### config.mk
export PLATFORM = sky130hd
export DESIGN_NAME = wb_queue
export DESIGN_NICKNAME = d
export VERILOG_FILES = /design/src/rtl/wb_queue.sv
export SDC_FILE = /design/constraint.sdc
export NUM_CORES = 1
export LEC_CHECK = 0
export ABC_CLOCK_PERIOD_IN_PS = 2600
export BUFFER_PORTS_ARGS = -buffer_cell sky130_fd_sc_hd__buf_4
export CORE_UTILIZATION = 40
export CTS_CLUSTER_DIAMETER = 80
export DETAILED_ROUTE_END_ITERATION = 16
export GPL_TIMING_DRIVEN = 0
export PLACE_DENSITY = 0.67
export RECOVER_POWER = 50
export SKIP_CTS_REPAIR_TIMING = 1
export SLEW_MARGIN = 20
export SYNTH_ARGS = -nofsm -noshare
export SYNTH_HDL_FRONTEND = slang
export SYNTH_SLANG_ARGS = --single-unit
### constraint.sdc
create_clock -name CLK -period 2.6 [get_ports CLK]
set_clock_uncertainty 0.15 [all_clocks]
set_input_delay 0.26 -clock CLK [delete_from_list [all_inputs] [get_ports CLK]]
set_output_delay 0.26 -clock CLK [all_outputs]
set_load 0.1 [all_outputs]
### src/rtl/wb_queue.sv
// Write-back queue in front of the register file's single write port.
// Define WBQ_BYPASS_EN to build the lookup/forwarding path (hitA/B, fwdA/B).
module wb_queue #(
    parameter int W     = 8,
    parameter int D     = 3,
    parameter int DEPTH = 4
) (
    input  logic                   CLK,
    input  logic                   reset,
    input  logic                   in_valid,
    output logic                   in_ready,
    input  logic [D-1:0]           in_addr,
    input  logic [W-1:0]           in_data,
    input  logic                   hold,
    output logic                   wr_en,
    output logic [D-1:0]           wr_addr,
    output logic [W-1:0]           wr_data,
    input  logic [D-1:0]           look_addrA,
    input  logic [D-1:0]           look_addrB,
    output logic                   hitA,
    output logic                   hitB,
    output logic [W-1:0]           fwdA,
    output logic [W-1:0]           fwdB,
    output logic [$clog2(DEPTH):0] count,
    output logic                   empty,
    output logic                   full
);
    localparam int PW = $clog2(DEPTH);
    localparam int CW = PW + 1;

    typedef struct packed {
        logic [D-1:0] addr;
        logic [W-1:0] data;
    } entry_t;

    entry_t [DEPTH-1:0] mem_q;
    logic   [PW-1:0]    head_q, head_d, tail_q, tail_d;
    logic   [CW-1:0]    count_q, count_d;
    logic               push, pop;

    assign empty    = (count_q == '0);
    assign full     = (count_q == CW'(DEPTH));
    assign count    = count_q;
    assign wr_en    = !empty && !hold;
    // A full queue still accepts when the head leaves on the same edge.
    assign in_ready = reset && (!full || wr_en);
    assign push     = in_valid && in_ready;
    assign pop      = wr_en;
    assign wr_addr  = empty ? '0 : mem_q[head_q].addr;
    assign wr_data  = empty ? '0 : mem_q[head_q].data;

    always_comb begin
        head_d  = pop  ? head_q + PW'(1) : head_q;
        tail_d  = push ? tail_q + PW'(1) : tail_q;
        count_d = count_q;
        case ({push, pop})
            2'b10:   count_d = count_q + CW'(1);
            2'b01:   count_d = count_q - CW'(1);
            default: count_d = count_q;
        endcase
    end

    always_ff @(posedge CLK or negedge reset) begin
        if (!reset) begin
            mem_q   <= '0;
            head_q  <= '0;
            tail_q  <= '0;
            count_q <= '0;
        end else begin
            head_q  <= head_d;
            tail_q  <= tail_d;
            count_q <= count_d;
            if (push) mem_q[tail_q] <= {in_addr, in_data};
        end
    end

`ifdef WBQ_BYPASS_EN
    logic [PW-1:0] idx;

    // Scan oldest to youngest so the last match (nearest tail) wins.
    always_comb begin
        idx  = '0;
        hitA = 1'b0;
        hitB = 1'b0;
        fwdA = '0;
        fwdB = '0;
        for (int i = 0; i < DEPTH; i++) begin
            idx = head_q + PW'(i);
            if (CW'(i) < count_q) begin
                if (mem_q[idx].addr == look_addrA) begin
                    hitA = 1'b1;
                    fwdA = mem_q[idx].data;
                end
                if (mem_q[idx].addr == look_addrB) begin
                    hitB = 1'b1;
                    fwdB = mem_q[idx].data;
                end
            end
        end
    end
`else
    logic unused_look;

    assign unused_look = ^{look_addrA, look_addrB};
    assign hitA = 1'b0;
    assign hitB = 1'b0;
    assign fwdA = '0;
    assign fwdB = '0;
`endif
endmodule

==> results.toml <==
[setup_path]
crit_path_end_kind = "output pin"
cp_cell_sequence = "buf_4 -> mux4_2 -> nor2b_2 -> buf_4"
worst_ep_arrival_time_ns = 2.01
ff2ff_path_depth = 9
r2r_end = "count[2]$_DFFE_PN0P_"
cpMostUsedCell = "buf_4"
path_buf_inv = 2
setup.worst_path.start_class = "flip-flop"
crit_required_ns = 2.19
max_stage_delay_ns = 0.54
path_class = "reg2out"
worstReg2RegStart = "count[0]$_DFFE_PN0P_"
cp_max_fo = 10
rrSetupSlack_ns = 0.29
cp_top_family = "multiplexers"
cp_slowest_cell = "mux4_2"
worstSetupStartpoint = "head_q[0]$_DFFE_PN0P_"

[logic_synthesis]
ys_seq_elements = 51
synth.avg_cell_area_sq_um = 15.8
synthDistinctLibCells = 24
synth_warnings = 0
syn_area_sq_um = 2790
yosysTopAreaCellShare_pct = 45.8
yosysTopAreaCell = "dfrtp_1"
syn_inst = 176
synth.top_cells.by_area = "dfrtp_1 46%, mux2_4 22%, mux4_2 8.9%"
yosysSeqAreaShare_pct = 45.8

[die]
die_h_um = 85.5
row_count = 30
dieArea_sq_um = 7300
core_sq_um = 6760
die_w_um = 85.5
io_pins = 57
start_util_pct = 41.2

[global_route]
grt.total_usage_pct = 14.7
grt_pass1_vias = 1523
gr-total-overflow = 0
grtUsageMet2_pct = 24.5
grt_pass1_wl_um = 8060
met1_usage_pct = 19.1
grt_use_met3_pct = 3.70
antenna_found_initial = 0
grt_max_degree = 54
busiest_layer = "met2"

[drt]
remaining_drc_errors = 0
vias = 1457
routed_wl_um = 4880
vias_per_cell = 4.64
drtAntennaViolNets = 0
first_iter_violations = 50
routedWlPerCell_um = 15.5
firstDrtPassIters = 3

[layout]
fill_cells = 610
area_growth_pct = 19.1
drive_gt1_share_pct = 58.1
final_cell_mix = "48 x dfrtp_1, 46 x buf_4, 40 x mux2_4, 18 x conb_1, 11 x mux4_2"
final_common_cell = "dfrtp_1"
fin_area_sq_um = 3320
multi_input_area_sq_um = 1330
fin_nets = 261
finish.utilization_pct = 49.1
diodes = 0
ff_latch_area_sq_um = 1280

[placed_design]
place.gp.congestion = 0.741
place_hpwl_um = 3120
postPlaceCellArea_sq_um = 3230
dp_slack_ns = -0.191
port-buffer-count = 32

[sta]
setup_slack_ns = 0.178
setup_viol = 0
tightest_slew_ns = 1.24
fmax_mhz = 413
hold_viol_final = 0
min_period_over_period_pct = 93.1
rsz0062_at_grt = "no"
slew_headroom_pct = 17.4
finalCriticalPeriod_ns = 2.42
slew_violations = 0

[clock_tree]
path_clk_slew_ns = 0.09
cts_root_buffer = "clkbuf_8"
clk_latency_ns = 0.30
cts_tree = "yes"
cts_buffers = 5
htree_num_levels = 2
cts.path.max_buffers = 2
clock-sinks = 51

[min_path]
hp-start = "in_addr[0]"
hold_class = "in2reg"
holdPathEnd = "mem_q[19]$_DFFE_PN0P_"
worstHoldPathCells = 2

[run]
cap_violations = 0

[status]
status = "completed"
synth_stat cells (all sizes together):
library cell  count
dfrtp            51
mux2             45
buf              24
mux4             11
nor2b            11
inv               6
ha                5
nor3b             5
xor2              4
nor2              3
xnor2             2
and2b             1
and3              1
and4bb            1
clkbuf            1
conb              1
fa                1
mux2i             1
nand2             1
nor3              1
flip-flops by register name (all words and copies together), names as in the netlist:
| name | cells |
|---|---|
| mem_q | 44 |
| count | 3 |
| head_q | 2 |
| tail_q | 2 |
cell families (layout without fill, tap and decap cells):
family	count (synthesis)	count (layout)	synth area share, %
adders and majority gates	6	6	2.96
muxes	57	57	32.8
and+or+nand+nor	24	24	7.27
xor gates and xnor gates	6	6	1.89
buffers and inverters	31	72	9.12
DFF	51	51	45.8
other	1	18	0.135
through the flow:
| step | cells | hold slack [ns] | TNS, ns |
|---|---|---|---|
| after detailed placement | 305 | 0.187 | -0.331 |
| final | 314 | 0.0581 | 0 |
| after global routing | 314 | 0.0409 | 0 |
| after CTS | 312 | -0.157 | -0.0443 |
| after floorplan | 193 | -0.186 | -2.20 |
| after global placement | 305 | 0.190 | -0.275 |
layout make-up:
class,instances,area share (%)
multi-input cells,111,40.1
clock buffers,5,2.07
flip-flops and latches,51,38.6
inverters,6,0.678
plain buffers,25,7.01
clock inverters,2,1.13
repair buffers,34,7.39
well taps,80,3.02
metal layers:
metal	wire length [um]	up-vias	share of wire [%]
li1	-	688	-
met1	2320	731	47
met2	2310	31	47
met3	195	7	4.0
met4	59	0	1.2
met5	0	-	0
worst reg2reg max path, cell delays in order (launching register included):
cell	delay [ns]
dfrtp_2	0.45
and4bb_4	0.42
nor2_1	0.11
inv_1	0.08
ha_1	0.17
inv_1	0.06
fa_1	0.38
xor2_1	0.15
nor2_1	0.11
xor2_1	0.16
worst max path at each step:
stage / endpoint / slack, ns / cells after the start
floorplan: wr_addr[0] / -0.20 / 3
global placement: count[2]$_DFFE_PN0P_ / -0.16 / 10
detailed placement: count[2]$_DFFE_PN0P_ / -0.19 / 10
CTS: empty / -0.04 / 3
global route: wr_data[7] / 0.08 / 4
finish: wr_data[7] / 0.18 / 4
Power is left out: the tool's default activity adds up to more than one toggle a clock period on the data nets, which glitch-free logic cannot reach.
